[src/rtl/tmds_channel_encoder.sv]
// TMDS channel encoder: 8b/10b transition-minimised, DC-balanced symbols.
// One symbol per pixel clock, optional input register stage.
module tmds_channel_encoder #(
    parameter int REGISTER_INPUT = 1
) (
    input  logic       i_pixel_clk,
    input  logic       i_reset_n,
    input  logic [7:0] i_data,
    input  logic [1:0] i_ctrl,
    input  logic       i_de,
    output logic [9:0] o_tmds
);

    localparam logic [9:0] TOK_C00 = 10'b1101010100;
    localparam logic [9:0] TOK_C01 = 10'b0010101011;
    localparam logic [9:0] TOK_C10 = 10'b0101010100;
    localparam logic [9:0] TOK_C11 = 10'b1010101011;

    // Stage A inputs (registered or straight from the ports)
    logic [7:0]        w_data;
    logic [1:0]        w_ctrl;
    logic              w_de;

    // Stage A results
    logic [8:0]        w_qm;

    // Stage B working signals
    logic [3:0]        w_n1q;
    logic signed [5:0] w_diff;
    logic signed [5:0] w_cnt_ext;
    logic signed [5:0] w_cnt_next;
    logic [9:0]        w_token;
    logic [9:0]        w_sym;
    logic              w_cnt_zero;
    logic              w_cnt_pos;
    logic              w_cnt_neg;
    logic              w_bal;
    logic              w_more1;
    logic              w_more0;

    // Stage B state
    logic signed [4:0] r_cnt;
    logic [9:0]        r_tmds;

    function automatic logic [3:0] f_pop8(input logic [7:0] v);
        logic [3:0] n;
        n = 4'd0;
        for (int i = 0; i < 8; i++) begin
            n = n + {3'b000, v[i]};
        end
        return n;
    endfunction

    function automatic logic [8:0] f_qm(input logic [7:0] d);
        logic [3:0] n1d;
        logic       use_xnor;
        logic [8:0] q;
        n1d      = f_pop8(d);
        use_xnor = (n1d > 4'd4) || ((n1d == 4'd4) && !d[0]);
        q        = 9'd0;
        q[0]     = d[0];
        for (int i = 1; i < 8; i++) begin
            q[i] = use_xnor ? ~(q[i-1] ^ d[i]) : (q[i-1] ^ d[i]);
        end
        q[8] = ~use_xnor;
        return q;
    endfunction

    generate
        if (REGISTER_INPUT != 0) begin : g_in_reg
            logic [7:0] r_data;
            logic [1:0] r_ctrl;
            logic       r_de;

            // Input capture stage; reset leaves de low so a token follows
            always_ff @(posedge i_pixel_clk or negedge i_reset_n) begin
                if (!i_reset_n) begin
                    r_data <= 8'd0;
                    r_ctrl <= 2'd0;
                    r_de   <= 1'b0;
                end else begin
                    r_data <= i_data;
                    r_ctrl <= i_ctrl;
                    r_de   <= i_de;
                end
            end

            assign w_data = r_data;
            assign w_ctrl = r_ctrl;
            assign w_de   = r_de;
        end else begin : g_no_in_reg
            assign w_data = i_data;
            assign w_ctrl = i_ctrl;
            assign w_de   = i_de;
        end
    endgenerate

    // Stage A: transition-minimised word
    always_comb begin
        w_qm = f_qm(w_data);
    end

    // Control token lookup for blanking periods
    always_comb begin
        w_token = TOK_C00;
        unique case (w_ctrl)
            2'b00:   w_token = TOK_C00;
            2'b01:   w_token = TOK_C01;
            2'b10:   w_token = TOK_C10;
            default: w_token = TOK_C11;
        endcase
    end

    // Disparity classification of q_m[7:0] and the running count
    always_comb begin
        w_n1q      = f_pop8(w_qm[7:0]);
        w_diff     = $signed({1'b0, w_n1q, 1'b0}) - 6'sd8;
        w_cnt_ext  = {r_cnt[4], r_cnt};
        w_cnt_zero = (r_cnt == 5'sd0);
        w_cnt_neg  = r_cnt[4];
        w_cnt_pos  = !r_cnt[4] && !w_cnt_zero;
        w_bal      = (w_n1q == 4'd4);
        w_more1    = (w_n1q > 4'd4);
        w_more0    = (w_n1q < 4'd4);
    end

    // Stage B: choose symbol polarity and next running disparity
    always_comb begin
        w_sym      = w_token;
        w_cnt_next = 6'sd0;
        if (!w_de) begin
            w_sym      = w_token;
            w_cnt_next = 6'sd0;
        end else if (w_cnt_zero || w_bal) begin
            w_sym[9]   = ~w_qm[8];
            w_sym[8]   = w_qm[8];
            w_sym[7:0] = w_qm[8] ? w_qm[7:0] : ~w_qm[7:0];
            w_cnt_next = w_qm[8] ? (w_cnt_ext + w_diff)
                                 : (w_cnt_ext - w_diff);
        end else if ((w_cnt_pos && w_more1) ||
                     (w_cnt_neg && w_more0)) begin
            w_sym      = {1'b1, w_qm[8], ~w_qm[7:0]};
            w_cnt_next = w_cnt_ext - w_diff
                       + (w_qm[8] ? 6'sd2 : 6'sd0);
        end else begin
            w_sym      = {1'b0, w_qm[8], w_qm[7:0]};
            w_cnt_next = w_cnt_ext + w_diff
                       - (w_qm[8] ? 6'sd0 : 6'sd2);
        end
    end

    // Output symbol and disparity registers
    always_ff @(posedge i_pixel_clk or negedge i_reset_n) begin
        if (!i_reset_n) begin
            r_tmds <= TOK_C00;
            r_cnt  <= 5'sd0;
        end else begin
            r_tmds <= w_sym;
            r_cnt  <= 5'(w_cnt_next);
        end
    end

    assign o_tmds = r_tmds;

endmodule

[config.mk]
export PLATFORM = sky130hd
export DESIGN_NAME = tmds_channel_encoder
export DESIGN_NICKNAME = d
export VERILOG_FILES = /design/src/rtl/tmds_channel_encoder.sv
export SDC_FILE = /design/constraint.sdc
export NUM_CORES = 1
export LEC_CHECK = 0
export CAP_MARGIN = 20
export CORE_ASPECT_RATIO = 0.8
export CORE_MARGIN = 4
export CORE_UTILIZATION = 38
export DETAILED_ROUTE_END_ITERATION = 7
export PLACE_DENSITY = 0.63
export REMOVE_ABC_BUFFERS = 1
export SYNTH_ARGS = -nofsm -noshare
export SYNTH_HDL_FRONTEND = slang
export SYNTH_SLANG_ARGS = --single-unit
[constraint.sdc]
create_clock -name i_pixel_clk -period 13.4 [get_ports i_pixel_clk]
set_input_delay 3.35 -clock i_pixel_clk [delete_from_list [all_inputs] [get_ports i_pixel_clk]]
set_output_delay 3.35 -clock i_pixel_clk [all_outputs]
set_load 0.005 [all_outputs]
==> results_dict.tcl, run 1 <==
set metrics [dict create \
    status "completed" \
    ff2ff_setup_slack_ns 6.23 \
    clock_path_buffers 2 \
    synth_simple_gate_area_share_pct 7.30 \
    drt-initial-drc-count 42 \
    timing.max_slew.rel_slack_pct 34.2 \
    post-route-period-util_pct 53.5 \
    finalClockSkew_ns 0.00568 \
    grt-ovfl-total 0 \
    post_synth_mux_area_share_pct 2.12 \
    grt_util_all_layers_pct 11.7 \
    detail_route_antenna_nets 0 \
    gp_congestion 0.843 \
    worst_slack_ns 6.23 \
    largest_net_degree_at_the_start_of_global_routing 26 \
    number_of_global_route_vias_before_repair 1211 \
    yosysUniqueCellTypes 33 \
    maxSlewViolCount 0 \
    timing.critical_path.arrival_ns 7.29 \
    min_to "o_tmds[6]$_DFF_PN1_" \
    post_cts_buffers 0 \
    cts_inserted_buffers 3 \
    die_w_um 86.8 \
    cts_root_buffer "clkbuf_8" \
    die_height_um 71.0 \
    area.growth.synth_to_final_pct 18.7 \
    syn_avg_cell_area_um2 10.5 \
    grt_setup_unrepaired "no" \
    detailedPlacementHpwl_um 2810 \
    drt-wirelength-per-cell_um 12.7 \
    clock_sink_count 25 \
    min_path_cells 1 \
    worstSkewPairLatency_ns 0.27 \
    ff2ff_path_depth 22 \
    initial_core_utilization_pct 40.3 \
    synth-seq-area-share_pct 33.5 \
    final_net_count 252 \
    finalCriticalPeriod_ns 7.17 \
    finalHoldViolCount 0 \
    layout-drive-gt1-share_pct 7.80 \
    reg2reg_from "g_in_reg.r_data[0]$_DFF_PN0_" \
    antenna_cells_inserted 0 \
    fin_setup_tns_ns 0 \
    post_cts_gate_resize_count 0 \
    max_slew.worst_pin.slew_ns 0.982 \
    synth_area_um2 1890 \
    synth-xor-area-share_pct 17.5 \
    data_required_critical_path_ns 13.52 \
    worstSetupPathType "reg -> reg" \
    path_clk_slew_ns 0.09 \
    detail_route.vias_per_cell 4.76 \
    netlist_top_cells_area "dfrtp_1 27%, ha_1 17%, fa_1 8.5%, xnor2_1 8.4%, dfstp_2 7.0%" \
    floorplan.die_area_um2 6160 \
    dr.pass1.iters 4 \
    hold_start "g_in_reg.r_de$_DFF_PN0_" \
    cts-hold-fix-buffers 0 \
    ys_ff_latch 25 \
    final_core_utilization_pct 47.8 \
    ioPinCount 23 \
    dominant_combinational_cell_family_by_area_after_synthesis "adder cells" \
    fraction_of_the_mapped_netlist_area_in_adder_cells_pct 25.1 \
    cts_tree "built" \
    core_region_area_um2 4680 \
    yosys_warnings 0 \
    post_synthesis_compound_gate_area_fraction_pct 8.63 \
    hold_ws_ns 0.571 \
    routed_wl_um 3360 \
    cp.buffers_inverters 3 \
    rows 22 \
    cp_slowest_cell "a31oi_1" \
    max_freq_mhz 140 \
    route.vias.total 1261 \
    placement.setup.worst_slack_ns 6.19 \
    worst_path_dominant_cell_family "adder cells" \
    setup_viol 0 \
    drc 0 \
    port_bufs 22 \
    slowest_delay_ns 0.79 \
    synth_cells 180 \
    drv.max_cap_violation_count 0 \
    min-delay-path-class "reg -> reg" \
    start_kind "flop" \
    cp_cell_sequence "inv_1 -> fa_1 -> fa_1 -> fa_1 -> inv_1 -> ha_1 -> fa_1 -> nor3b_1 -> o22ai_1 -> buf_4 -> xor2_1 -> ha_1 -> fa_1 -> fa_1 -> ha_1 -> a21oi_1 -> xnor2_1 -> ha_1 -> a31oi_1 -> mux2i_1 -> xnor2_1 -> o21ai_0" \
    grt_first_pass_wirelength_um 5740 \
    cell_taking_the_most_area_after_synthesis "dfrtp_1" \
    critical_path.max_fanout 13 \
    worstReg2RegEnd "o_tmds[0]$_DFF_PN0_" \
    worst_path_most_repeated_cell "fa_1" \
    cts_htree_levels 1 \
    setup.worst_path.end_class "flop" \
    synthDominantCellAreaShare_pct 26.5 \
    initial_antenna_violation_count 0 \
]
[logic make-up (layout without fill, tap and decap cells)]
kind of cell             Yosys count  after routing
AO/OA/AOI/OAI                     28             28
flip-flops                        25             25
adder cells (fa/ha/maj)           33             33
buffers and inverters             29             54
XOR/XNOR                          32             32
AND/OR/NAND/NOR                   29             29
multiplexers                       4              4
[registers in the layout (all words and copies together), names as in the netlist]
| signal | flops |
|---|---|
| g_in_reg.r_ctrl | 2 |
| g_in_reg.r_de | 1 |
| g_in_reg.r_data | 8 |
| r_cnt | 4 |
| o_tmds | 10 |
[per-layer routing]
layer	wire (µm)	vias to the layer above	global-route usage [%]
met5	0	-	0
met2	1350	27	16.3
li1	-	632	-
met3	200	2	3.38
met1	1800	600	18.6
met4	8	0	1.04
[synth_stat cells, drive strengths merged]
cell type and n:
a211o 1, a211oi 1, a21oi 10, a311oi 1, a31oi 1, and2 2, buf 3, clkinv 1
dfrtp 20, dfstp 5, fa 8, ha 25, inv 25, mux2i 4, nand2 9, nand2b 1
nand3 3, nor2 8, nor3 1, nor3b 3, nor4 1, o211ai 1, o21ai 9, o21bai 2
o22ai 2, or3 1, xnor2 21, xnor3 1, xor2 10
[placed cells by master, fill, tap and decap left out, types with 3 or more instances in the layout]
cell | Yosys | layout
inv_1 | 25 | 25
ha_1 | 25 | 25
clkdlybuf4s50_1 | 0 | 22
dfrtp_1 | 20 | 20
xnor2_1 | 18 | 18
a21oi_1 | 10 | 10
xor2_1 | 10 | 10
nand2_1 | 9 | 9
nor2_1 | 8 | 8
o21ai_0 | 8 | 8
fa_1 | 8 | 8
dfstp_2 | 5 | 5
mux2i_1 | 4 | 4
nor3b_1 | 3 | 3
nand3_1 | 3 | 3
clkbuf_8 | 0 | 3
[layout make-up]
| type | instances | area (µm²) |
|---|---|---|
| multi-input cells | 126 | 1140 |
| inverters | 26 | 97.6 |
| flip-flops and latches | 25 | 632 |
| clock buffers | 3 | 41.3 |
| well taps | 60 | 75.1 |
| repair buffers | 24 | 243 |
| fillers | 435 | 2440 |
| clock inverters | 1 | 7.51 |
[stage by stage]
stage | area (µm²) | instances
2_1_floorplan | 1870 | 177
3_3_place_gp | 2170 | 260
5_1_grt | 2240 | 265
6_report | 2240 | 265
3_5_place_dp | 2170 | 260
4_1_cts | 2220 | 264
[worst reg2reg max path, delay by kind of cell (launching register included)]
family | cells | cell delay (ns)
DFF | 1 | 0.42
muxes | 1 | 0.58
AOI/OAI and AO/OA | 4 | 1.23
xor gates and xnor gates | 3 | 0.47
and+or+nand+nor | 1 | 0.20
adders and majority gates | 10 | 3.77
buffers and inverters | 3 | 0.36
[worst max-delay path by stage]
stage                                       from                   to  slack, ns  cells past startpoint
detailed placement  g_in_reg.r_data[0]$_DFF_PN0_  o_tmds[0]$_DFF_PN0_       6.19                     22
finish              g_in_reg.r_data[0]$_DFF_PN0_  o_tmds[0]$_DFF_PN0_       6.23                     22
floorplan           g_in_reg.r_data[0]$_DFF_PN0_  o_tmds[0]$_DFF_PN0_       6.47                     21
global route        g_in_reg.r_data[0]$_DFF_PN0_  o_tmds[0]$_DFF_PN0_       5.74                     22
CTS                 g_in_reg.r_data[0]$_DFF_PN0_  o_tmds[0]$_DFF_PN0_       6.19                     22
global placement    g_in_reg.r_data[0]$_DFF_PN0_   r_cnt[4]$_DFF_PN0_       6.41                     24
Power of run 1 is not shown: default switching activity piles up to over one toggle a cycle in this logic, so the estimate is an artifact.
==> run 2: changes to the inputs <==
Clock period 13.4 ns to 7.3 ns, I/O delays scaled along.
==> run 2 against run 1 <==
- sequential share of layout area shrank 0.20 points
- setup slack lost 5.9 ns
- largest cell class unchanged
- via count shrank 3.3%
- final cell count grew 0.38%
- core utilization grew 0.35 points
- clock skew is essentially flat
- die area is the same
- first-iteration DRC count grew 24%
- routed wire length grew 1.7%
==> results_dict.tcl, run 2 (synthesis results as in run 1) <==
set metrics [dict create \
    finalClockSkew_ns 0.00603 \
    max_slew.worst_pin.slew_ns 0.572 \
    critical_path.max_fanout 5 \
    cts_htree_levels 1 \
    finish.instance_area_um2 2250 \
    ioPinCount 23 \
    layout_common_cells "25 x inv_1, 25 x ha_1, 22 x clkdlybuf4s50_1" \
    dr.pass1.iters 4 \
    cp_cell_sequence "inv_1 -> fa_1 -> fa_1 -> fa_1 -> inv_1 -> ha_1 -> fa_1 -> nor3b_1 -> o22ai_2 -> xor2_1 -> ha_1 -> fa_1 -> fa_1 -> ha_1 -> xor2_1 -> inv_1 -> fa_2 -> nand2_1 -> nor2_1 -> xnor2_1 -> and2_1 -> or3_1 -> a311oi_1" \
    finalCriticalPeriod_ns 6.96 \
    grt_setup_unrepaired "no" \
    post-route-period-util_pct 95.4 \
    fin_setup_tns_ns 0 \
    drt-initial-drc-count 52 \
    data_required_critical_path_ns 7.47 \
    detail_route_antenna_nets 0 \
    initial_antenna_violation_count 0 \
    final_net_count 253 \
    path_clk_slew_ns 0.09 \
    finalHoldViolCount 0 \
    status "completed" \
    cp_slowest_cell "fa_2" \
    initial_core_utilization_pct 40.3 \
    worstSkewPairLatency_ns 0.27 \
    detailedPlacementHpwl_um 2820 \
    post_dp_cell_area_um2 2190 \
    largest_net_degree_at_the_start_of_global_routing 26 \
    gp_congestion 0.875 \
    number_of_flip_flops_in_the_largest_register 10 \
    cp.buffers_inverters 3 \
    worstSetupPathType "reg -> reg" \
    worst_path_dominant_cell_family "adder cells" \
    routed_wl_um 3410 \
    rows 22 \
    setup_viol 0 \
    area.growth.synth_to_final_pct 19.6 \
    min-delay-path-class "reg -> reg" \
    antenna_cells_inserted 0 \
    route.vias.total 1220 \
    die_height_um 71.0 \
    maxSlewViolCount 0 \
    start_kind "flop" \
    drc 0 \
    drt-wirelength-per-cell_um 12.8 \
    clock_sink_count 25 \
    core_region_area_um2 4680 \
    grt_util_all_layers_pct 12.0 \
    post_cts_buffers 0 \
    port_bufs 22 \
    cts_root_buffer "clkbuf_8" \
    setup.worst_path.end_class "flop" \
    clock_path_buffers 2 \
    detail_route.vias_per_cell 4.59 \
    drv.max_cap_violation_count 0 \
    worst_path_most_repeated_cell "fa_1" \
    timing.critical_path.arrival_ns 7.13 \
    filler_cell_count 463 \
    floorplan.die_area_um2 6160 \
    slowest_delay_ns 0.60 \
    max_freq_mhz 144 \
    layout-drive-gt1-share_pct 9.71 \
    die_w_um 86.8 \
    number_of_global_route_vias_before_repair 1174 \
    cts_tree "built" \
    cts_inserted_buffers 3 \
    grt_first_pass_wirelength_um 5790 \
    timing.max_slew.rel_slack_pct 60.8 \
    grt-ovfl-total 0 \
]
run 2: changes by cell type in the layout (fill, tap and decap cells not counted), sizes merged:
cell and delta:
buf +1
run 2: final cells by class:
cell class | count | area (µm²) | share of cell area [%]
repair buffers | 25 | 243 | 10.8
clock inverters | 1 | 7.51 | 0.333
clock buffers | 3 | 41.3 | 1.83
multi-input cells | 126 | 1160 | 51.4
inverters | 26 | 97.6 | 4.33
flip-flops and latches | 25 | 632 | 28.0
well taps | 60 | 75.1 | 3.33
run 2: routing by layer:
metal / vias to the layer above / track usage, % / share of wire, %
met2: 23 / 15.9 / 40
met1: 561 / 19.0 / 53
met5: - / 0 / 0
met4: 0 / 3.29 / 1.0
li1: 632 / - / -
met3: 4 / 3.14 / 5.8
run 2: path summary, 6_finish.rpt:
check | slack [ns] | startpoint | cells past startpoint | endpoint
hold reg to reg | 0.57 | g_in_reg.r_de$_DFF_PN0_ | 1 | o_tmds[2]$_DFF_PN1_
max in group asynchronous | 5.10 | i_reset_n | 2 | o_tmds[2]$_DFF_PN1_
setup reg to reg | 0.34 | g_in_reg.r_data[0]$_DFF_PN0_ | 23 | r_cnt[4]$_DFF_PN0_
setup / recovery | 0.34 | g_in_reg.r_data[0]$_DFF_PN0_ | 23 | r_cnt[4]$_DFF_PN0_
hold / removal | 0.57 | g_in_reg.r_de$_DFF_PN0_ | 1 | o_tmds[2]$_DFF_PN1_
min in group asynchronous | 1.91 | i_reset_n | 2 | g_in_reg.r_data[5]$_DFF_PN0_
run 2: worst register-to-register path, delay by kind of cell (launching register included):
family | cells | cell delay, ns
xor+xnor | 3 | 0.47
simple gates | 5 | 0.93
compound gates | 2 | 0.48
buf+inv | 3 | 0.33
flops | 1 | 0.42
fa+ha+maj | 10 | 4.23
run 2: repair_timing:
item                       CTS  global route
hold buffers                 0             0
gates resized for setup      0             3
hold endpoints to repair     0             0
setup endpoints to repair    0             5
run 2: per-stage QoR:
step	cells	utilization (%)	worst slack [ns]	hold WS [ns]
2_1_floorplan	177	-	0.371	0.510
3_3_place_gp	262	46.8	0.334	0.552
3_5_place_dp	262	46.8	0.138	0.549
4_1_cts	266	47.8	0.126	0.564
5_1_grt	266	48.2	0.0200	0.597
6_report	266	48.2	0.337	0.568
Power of run 2 is left out for the same reason.
